File: src/rtl/if_pkg.sv
// Shared types and defaults for the instruction-fetch prefetch stage.
package if_pkg;

    localparam int unsigned QUEUE_DEPTH_DEFAULT = 4;
    localparam logic [31:0] RESET_PC_DEFAULT    = 32'h0000_0000;
    localparam int unsigned WORD_W              = 32;
    localparam logic [WORD_W-1:0] PC_INC        = 32'd4;

    typedef struct packed {
        logic [WORD_W-1:0] addr;
        logic [WORD_W-1:0] word;
    } queue_entry_t;

endpackage

File: src/rtl/fetch_queue.sv
// Synchronous FIFO of fetched {addr, word} entries; flush beats push and pop.
module fetch_queue
    import if_pkg::*;
#(
    parameter int unsigned DEPTH = 4
) (
    input  logic                     clk,
    input  logic                     rst,
    input  logic                     flush,
    input  logic                     push,
    input  queue_entry_t             push_data,
    input  logic                     pop,
    output queue_entry_t             head,
    output logic                     empty,
    output logic [$clog2(DEPTH):0]   count
);

    localparam int unsigned PTR_W = $clog2(DEPTH);
    localparam int unsigned CNT_W = PTR_W + 1;

    queue_entry_t     mem [DEPTH];
    logic [PTR_W-1:0] rd_ptr_q, wr_ptr_q;
    logic [CNT_W-1:0] count_q;
    logic             full, do_push, do_pop;

    assign empty   = (count_q == '0);
    assign full    = (count_q == CNT_W'(DEPTH));
    assign do_pop  = pop && !empty;
    // A push into a full queue is only legal when the head leaves the same cycle.
    assign do_push = push && (!full || do_pop);
    assign head    = mem[rd_ptr_q];
    assign count   = count_q;

    always_ff @(posedge clk) begin
        if (!rst) begin
            rd_ptr_q <= '0;
            wr_ptr_q <= '0;
            count_q  <= '0;
        end else if (flush) begin
            rd_ptr_q <= '0;
            wr_ptr_q <= '0;
            count_q  <= '0;
        end else begin
            if (do_push) wr_ptr_q <= wr_ptr_q + PTR_W'(1);
            if (do_pop)  rd_ptr_q <= rd_ptr_q + PTR_W'(1);
            count_q <= count_q + CNT_W'(do_push) - CNT_W'(do_pop);
        end
    end

    always_ff @(posedge clk) begin
        if (do_push && !flush) mem[wr_ptr_q] <= push_data;
    end

endmodule

File: src/rtl/if_prefetch_stage.sv
// Fetch stage: PC, request credits, stale-response dropping and prefetch queue.
// Optional performance counters are built when IF_PERF_CNT_EN is defined.
module if_prefetch_stage
    import if_pkg::*;
#(
    parameter int unsigned QUEUE_DEPTH = QUEUE_DEPTH_DEFAULT,
    parameter logic [31:0] RESET_PC    = RESET_PC_DEFAULT
) (
    input  logic        clk,
    input  logic        rst,
    input  logic        freeze,
    input  logic        branchTaken,
    input  logic [31:0] branchAddr,
    output logic        imem_req,
    output logic [31:0] imem_addr,
    input  logic        imem_ready,
    input  logic        imem_valid,
    input  logic [31:0] imem_rdata,
    output logic        instValid,
    output logic [31:0] instruction,
    output logic [31:0] pc
`ifdef IF_PERF_CNT_EN
    ,
    output logic [31:0] fetchCount,
    output logic [31:0] dropCount
`endif
);

    localparam int unsigned CNT_W  = $clog2(QUEUE_DEPTH) + 1;
    localparam int unsigned DROP_W = 16;

    logic [31:0]       fetch_pc_q, fetch_pc_d;
    logic [31:0]       resp_pc_q, resp_pc_d;
    logic [CNT_W-1:0]  inflight_q, inflight_d;
    logic [DROP_W-1:0] drop_cnt_q, drop_cnt_d;

    logic [CNT_W-1:0]  count;
    logic [CNT_W:0]    credit;
    logic              empty, accept, resp_stale, resp_push, pop;
    queue_entry_t      head, push_data;

    assign credit     = {1'b0, inflight_q} + {1'b0, count};
    assign imem_req   = (credit < (CNT_W+1)'(QUEUE_DEPTH)) && !branchTaken && rst;
    assign imem_addr  = fetch_pc_q;
    assign accept     = imem_req && imem_ready;

    assign resp_stale = imem_valid && ((drop_cnt_q != '0) || branchTaken);
    // A response with nothing outstanding is a protocol error and is ignored.
    assign resp_push  = imem_valid && !resp_stale && (inflight_q != '0);
    assign pop        = !empty && !freeze && !branchTaken;

    // Responses return in order, so the next live word belongs to resp_pc_q.
    assign push_data  = '{addr: resp_pc_q, word: imem_rdata};

    fetch_queue #(
        .DEPTH (QUEUE_DEPTH)
    ) u_fetch_queue (
        .clk       (clk),
        .rst       (rst),
        .flush     (branchTaken),
        .push      (resp_push),
        .push_data (push_data),
        .pop       (pop),
        .head      (head),
        .empty     (empty),
        .count     (count)
    );

    always_comb begin
        fetch_pc_d = fetch_pc_q;
        resp_pc_d  = resp_pc_q;
        inflight_d = inflight_q;
        drop_cnt_d = drop_cnt_q;
        if (branchTaken) begin
            fetch_pc_d = branchAddr;
            resp_pc_d  = branchAddr;
            inflight_d = '0;
            drop_cnt_d = drop_cnt_q + DROP_W'(inflight_q)
                       - DROP_W'(imem_valid && ((drop_cnt_q != '0) || (inflight_q != '0)));
        end else begin
            if (accept)    fetch_pc_d = fetch_pc_q + PC_INC;
            if (resp_push) resp_pc_d  = resp_pc_q + PC_INC;
            inflight_d = inflight_q + CNT_W'(accept) - CNT_W'(resp_push);
            if (imem_valid && (drop_cnt_q != '0)) drop_cnt_d = drop_cnt_q - DROP_W'(1);
        end
    end

    always_ff @(posedge clk) begin
        if (!rst) begin
            fetch_pc_q <= RESET_PC;
            resp_pc_q  <= RESET_PC;
            inflight_q <= '0;
            drop_cnt_q <= '0;
        end else begin
            fetch_pc_q <= fetch_pc_d;
            resp_pc_q  <= resp_pc_d;
            inflight_q <= inflight_d;
            drop_cnt_q <= drop_cnt_d;
        end
    end

    assign instValid   = !empty;
    assign instruction = empty ? '0 : head.word;
    assign pc          = empty ? '0 : head.addr + PC_INC;

`ifdef IF_PERF_CNT_EN
    logic [31:0] fetch_count_q, drop_count_q;

    always_ff @(posedge clk) begin
        if (!rst) begin
            fetch_count_q <= '0;
            drop_count_q  <= '0;
        end else begin
            fetch_count_q <= fetch_count_q + 32'(pop);
            // Flushed queue entries count as drops alongside discarded responses.
            drop_count_q  <= drop_count_q + 32'(resp_stale)
                           + (branchTaken ? 32'(count) : 32'd0);
        end
    end

    assign fetchCount = fetch_count_q;
    assign dropCount  = drop_count_q;
`endif

endmodule

File: config.mk
export PLATFORM = sky130hd
export DESIGN_NAME = if_prefetch_stage
export DESIGN_NICKNAME = d
export VERILOG_FILES = /design/src/rtl/if_pkg.sv /design/src/rtl/fetch_queue.sv /design/src/rtl/if_prefetch_stage.sv
export SDC_FILE = /design/constraint.sdc
export NUM_CORES = 1
export LEC_CHECK = 0
export BUFFER_PORTS_ARGS = -buffer_cell sky130_fd_sc_hd__buf_2
export CORE_UTILIZATION = 43
export CTS_BUF_LIST = sky130_fd_sc_hd__clkbuf_4 sky130_fd_sc_hd__clkbuf_8
export DETAILED_ROUTE_END_ITERATION = 8
export PLACE_DENSITY_LB_ADDON = 0.05
export REMOVE_ABC_BUFFERS = 1
export SKIP_LAST_GASP = 1
export SLEW_MARGIN = 0
export SYNTH_ARGS = -nofsm -noshare
export SYNTH_HDL_FRONTEND = slang
export SYNTH_HIERARCHICAL = 1
export SYNTH_SLANG_ARGS = --single-unit
File: constraint.sdc
create_clock -name clk -period 7.8 [get_ports clk]
set_clock_uncertainty 0.2 [all_clocks]
set_input_delay 0.39 -clock clk [delete_from_list [all_inputs] [get_ports clk]]
set_output_delay 0.39 -clock clk [all_outputs]
set_load 0.01 [all_outputs]
==> flow_summary.json, run 1 <==
{
  "grt_max_degree": 70,
  "peakVddDrop_mv": 0.164,
  "synthTopCellsByArea": "edfxtp_1 (48%), dfxtp_1 (12%), mux4_2 (9.0%)",
  "postRouteAntennaNets": 0,
  "power.total_mw": 4.76,
  "final_cells": 1974,
  "cpPeakStageDelay_ns": 0.70,
  "synth_top_area_frac": 0.482,
  "period_minus_slack_ns": 4.98,
  "place_ws_ns": 2.90,
  "die-area_mm2": 0.0378,
  "vias": 10400,
  "io_pins": 168,
  "required_ns": 8.08,
  "yosysTopAreaCell": "edfxtp_1",
  "setup_tns_ns": 0,
  "critPathKind": "register to register",
  "diodes": 0,
  "die_w_um": 194,
  "cp.arrival_ns": 5.27,
  "final.fill_count": 3219,
  "io_buffers": 167,
  "start_util": 0.436,
  "grt_pass1_wl_um": 58600,
  "critPathCaptureType": "register",
  "die_h_um": 194,
  "core-area_mm2": 0.0365,
  "hold_viol_final": 0,
  "synth_flop_cell": "edfxtp_1",
  "use_met2": 0.328,
  "cpMaxStageDelayCell": "o31ai_1",
  "seq_area_frac_synth": 0.598,
  "clock_latency_ns": 0.63,
  "antenna_found_initial": 0,
  "cts_buffers": 59,
  "drt_iter0_markers": 444,
  "clock_path_buffers": 3,
  "drc": 0,
  "synth_cells": 1207,
  "fmax_mhz": 201,
  "yosysWarnings": 6,
  "post_synth.cell_area_avg_um2": 13.2,
  "viasPerCell": 5.25,
  "grt-busiest-layer": "met2",
  "crit_family": "compound AO/OA/AOI/OAI gates",
  "crit_path_cell_trace": "inv_1 > ha_1 > or3b_1 > o31ai_1 > nand2_1 > ha_1 > inv_1 > ha_1 > a211o_1 > a311oi_1 > a21oi_1 > o41ai_1 > o221ai_1 > xor2_1 > a21oi_1",
  "synth-seq-cells": 348,
  "hpwlAfterDp_um": 23600,
  "maxCapViolations": 0,
  "drv_slew": 0,
  "max-slew-margin-rel": 0.330,
  "core.rowCount": 70,
  "hold_class": "input pin to register",
  "synth_commonest_cells": "edfxtp_1 (256), dfxtp_1 (92), nor2_1 (81)",
  "leakage_nw": 6.88,
  "timing.final.ws_setup_ns": 2.82,
  "clock-sinks": 348,
  "start_kind": "register",
  "synth_edf_count": 256,
  "place_congestion": 0.815,
  "grt_overflow": 0,
  "grt_usage": 0.200,
  "root_buffer": "clkbuf_8",
  "crit_fanout": 6,
  "clk_pin_slew_worst_paths_ns": 0.06,
  "cts_tree": "yes",
  "setup_viol_count_final": 0,
  "placed_cells": 1804,
  "power.density_mw_per_mm2": 249,
  "met3_usage": 0.0318,
  "htreeDepth": 2,
  "period_share": 0.639,
  "grt_pass1_vias": 10500,
  "syn_area_mm2": 0.0159,
  "worst-path-buf-inv": 2,
  "final_nets": 1583,
  "drt-wirelength-per-cell_um": 18.9,
  "status": "complete, no violations",
  "worst_slew_pin_slew_ns": 1.00,
  "drive_gt1_frac": 0.246,
  "post-synth-top-count-cell": "edfxtp_1",
  "synth.distinct_cells": 71,
  "async_reset_ff_frac": 0,
  "grtUsageMet1": 0.269,
  "post-cts-setup-buffers": 0,
  "dr.pass1.iters": 5,
  "drt_wl_total_um": 37400,
  "post-route-util": 0.525,
  "area_growth_pct": 20.3,
  "rsz0062_at_grt": "no",
  "crit_top_cell": "ha_1"
}
==> per-layer routing <==
layer  wire (um)  part of all wire
met2       17500              0.47
met1       17200              0.46
met3        1620             0.043
met5           0                 0
met4        1020             0.027
==> where the power goes <==
| part | internal (mW) | leakage [nW] | switching, mW |
|---|---|---|---|
| Clock | 1.06 | 0.678 | 0.734 |
| Combinational | 0.384 | 3.12 | 0.483 |
| Sequential | 2.04 | 3.08 | 0.0602 |
| Total | 3.49 | 6.88 | 1.28 |
==> cell type report <==
cell class              count  area, um2  area share
clock buffers              82       1000      0.0524
clock inverters            24        297      0.0155
inverters                  55        206      0.0108
multi-input cells         754       5970       0.312
repair buffers            243       1570      0.0817
flip-flops and latches    348       9530       0.498
well taps                 468        586      0.0306
==> worst register-to-register path, delay by kind of cell (launching register included) <==
kind	cells	cell delay (ns)
DFF	1	0.31
buffers and inverters	2	0.18
AOI/OAI and AO/OA	7	2.73
and+or+nand+nor	2	0.58
xor gates and xnor gates	1	0.18
adders and majority gates	3	0.67
==> timing repair <==
item | 4_1_cts | 5_1_grt
hold endpoints to repair | 191 | 0
resized for setup | 0 | 0
hold buffers | 64 | 0
==> per-stage QoR <==
stage          area, um2  hold slack (ns)
6_report           19200           0.0489
5_1_grt            19200           0.0629
4_1_cts            19200          0.00557
3_5_place_dp       17200            0.253
2_1_floorplan      15700            0.259
3_3_place_gp       17200            0.244
==> worst paths after layout <==
path / startpoint / endpoint / slack, ns / cells past startpoint
worst max register to register: drop_cnt_q[0] / drop_cnt_q[15] / 2.82 / 15
worst max-delay path: drop_cnt_q[0] / drop_cnt_q[15] / 2.82 / 15
worst min register to register: imem_addr[1] / imem_addr[1] / 0.26 / 2
worst min-delay path: branchAddr[2] / resp_pc_q[2] / 0.05 / 3
==> logic make-up after synthesis <==
family / count (synthesis) / share of synthesized area
muxes: 74 / 0.0972
and+or+nand+nor: 350 / 0.115
DFF: 348 / 0.598
adders and majority gates: 52 / 0.0422
xor gates and xnor gates: 95 / 0.0522
buffers and inverters: 105 / 0.0288
AOI/OAI and AO/OA: 183 / 0.0664
==> layout by cell type, fill, tap and decap left out, types with 10 or more instances in the layout <==
cell type and count:
inv_1 53, o21ai_0 53, nand3_1 49, nand2_1 74, mux4_2 64, buf_4 12
buf_2 167, xnor2_1 47, edfxtp_1 256, dlygate4sd3_1 64, a211oi_1 11, dfxtp_1 90
clkbuf_4 20, a21oi_1 79, clkbuf_8 62, nor2b_1 42, and4_1 10, clkinv_1 14
nor2_1 81, ha_1 49, xor2_1 48, nand4_1 15, and2_1 10, and3_1 13
nor3_1 10
==> state kept, by name, summed over array words and instances (netlist names), named ones only <==
name and flops:
resp_pc_q 32, u_fetch_queue/wr_ptr_q 2, drop_cnt_q 16, u_fetch_queue/rd_ptr_q 2, u_fetch_queue/mem 256, inflight_q 3
imem_addr 32, u_fetch_queue/count 3
(Power assumes the default switching activity.)
==> run 2: changes to the inputs <==
- clock period: 7.8 -> 5.1 ns (I/O delays scaled with it)
==> flow_summary.json, run 2 (synthesized netlist as in run 1, its figures left out) <==
{
  "status": "complete, no violations",
  "cts_buffers": 57,
  "critPathCaptureType": "register",
  "htreeDepth": 2,
  "antenna_found_initial": 0,
  "required_ns": 5.39,
  "postRouteAntennaNets": 0,
  "largest_reg_flops": 256,
  "core.rowCount": 70,
  "hold_end": "u_fetch_queue/mem[0][3]",
  "grt_pass1_wl_um": 58800,
  "vias": 10300,
  "die_w_um": 194,
  "drt-wirelength-per-cell_um": 18.7,
  "grt_overflow": 0,
  "clock_latency_ns": 0.63,
  "met3_usage": 0.0338,
  "cpMaxStageDelayCell": "or3b_1",
  "drv_slew": 0,
  "fmax_mhz": 237,
  "period_minus_slack_ns": 4.22,
  "drc": 0,
  "io_pins": 168,
  "diodes": 0,
  "die_h_um": 194,
  "timing.final.ws_setup_ns": 0.877,
  "cts_tree": "yes",
  "r2r_start": "drop_cnt_q[0]",
  "cp.arrival_ns": 4.51,
  "post-cts-setup-buffers": 0,
  "dr.pass1.iters": 5,
  "maxCapViolations": 0,
  "leakage_nw": 6.88,
  "top_register": "u_fetch_queue/mem",
  "grtUsageMet1": 0.272,
  "grt_max_degree": 70,
  "clock_path_buffers": 3,
  "max-slew-margin-rel": 0.419,
  "reg2reg_depth": 18,
  "min_path_cells": 2,
  "regToRegSetupSlack_ns": 0.88,
  "drt_iter0_markers": 516,
  "drive_gt1_frac": 0.251,
  "final_nets": 1594,
  "area_growth_pct": 20.3,
  "grt_usage": 0.201,
  "final.fill_count": 3230,
  "critPathKind": "register to register",
  "io_buffers": 167,
  "period_share": 0.828,
  "root_buffer": "clkbuf_8",
  "placed_area_mm2": 0.0173,
  "fin_worst_hold_slack_ns": 0.188,
  "crit_path_cell_trace": "inv_1 > ha_1 > or3b_1 > o31ai_1 > buf_4 > nand2_1 > ha_1 > inv_1 > ha_1 > a211o_1 > a311oi_1 > buf_4 > a21oi_1 > o41ai_1 > buf_4 > o221ai_1 > xor2_1 > a21oi_1",
  "crit_fanout": 6,
  "core-area_mm2": 0.0365,
  "cpPeakStageDelay_ns": 0.45,
  "viasPerCell": 5.20,
  "clk_pin_slew_worst_paths_ns": 0.06,
  "start_util": 0.436,
  "grt_pass1_vias": 10600,
  "start_kind": "register",
  "setup_viol_count_final": 0,
  "power.density_mw_per_mm2": 365,
  "hpwlAfterDp_um": 24000,
  "clock-sinks": 348,
  "worst_slew_pin_slew_ns": 0.871,
  "hp-start": "imem_rdata[3]",
  "hold_class": "input pin to register",
  "mostFrequentLayoutCell": "edfxtp_1",
  "r2r_end": "drop_cnt_q[15]",
  "die-area_mm2": 0.0378,
  "place_congestion": 0.830,
  "use_met2": 0.331,
  "rsz0062_at_grt": "no",
  "peakVddDrop_mv": 0.198,
  "place_ws_ns": 0.847,
  "fin_area_mm2": 0.0192,
  "final_cell_mix": "edfxtp_1 (256), buf_2 (167), dfxtp_1 (90), nor2_1 (81), a21oi_1 (79)",
  "power.total_mw": 6.99,
  "grt-busiest-layer": "met2",
  "hold_viol_final": 0,
  "drt_wl_total_um": 37000
}
[run 2: cell type report]
cell class	instances	area, um2	share of cell area
clock inverter	13	92.6	0.00483
inverter	55	206	0.0108
clock buffer	89	1060	0.0551
timing repair buffer	256	1730	0.0901
tap	468	586	0.0305
multi-input combinational	754	5970	0.311
sequential	348	9530	0.497
[run 2: where the power goes]
group          internal, mW  switching (mW)
clock                  1.36            1.07
combinational         0.612           0.737
sequential             3.12          0.0931
[run 2: routing by layer]
layer  wire (um)  vias to the layer above
met5           0                        -
met3        1260                       50
met2       17600                      220
met4         625                        0
met1       17500                     5038
li1            -                     5008
[run 2: how the worst max path moves through the flow]
stage             startpoint                       to  slack (ns)  depth (start not counted)
4_1_cts             register                   pc[22]        0.78                         10
5_1_grt        drop_cnt_q[0]           drop_cnt_q[15]        0.59                         18
2_1_floorplan  drop_cnt_q[0]  u_fetch_queue/mem[2][0]       -2.22                          7
3_5_place_dp   drop_cnt_q[0]           drop_cnt_q[15]        0.85                         18
6_report       drop_cnt_q[0]           drop_cnt_q[15]        0.88                         18
3_3_place_gp   drop_cnt_q[0]           drop_cnt_q[15]        0.92                         18
[run 2: repair_timing]
item | in CTS | in global routing
endpoints found under the hold margin | 204 | 0
hold buffers | 69 | 0
gates resized for setup | 0 | 0
[run 2: worst max-delay path, delay by kind of cell (launching register included)]
family                   cells  cell delay (ns)
AND/OR/NAND/NOR              2             0.51
flip-flops                   1             0.31
adder cells (fa/ha/maj)      3             0.66
AO/OA/AOI/OAI                7             1.52
XOR/XNOR                     1             0.16
buffers and inverters        5             0.74
[run 2: through the flow]
stage           util  cells  setup TNS [ns]
6_report       0.525   1983               0
5_1_grt        0.525   1983               0
4_1_cts        0.525   1983               0
3_5_place_dp   0.475   1812               0
3_3_place_gp   0.475   1812               0
2_1_floorplan      -   1157         -566.57
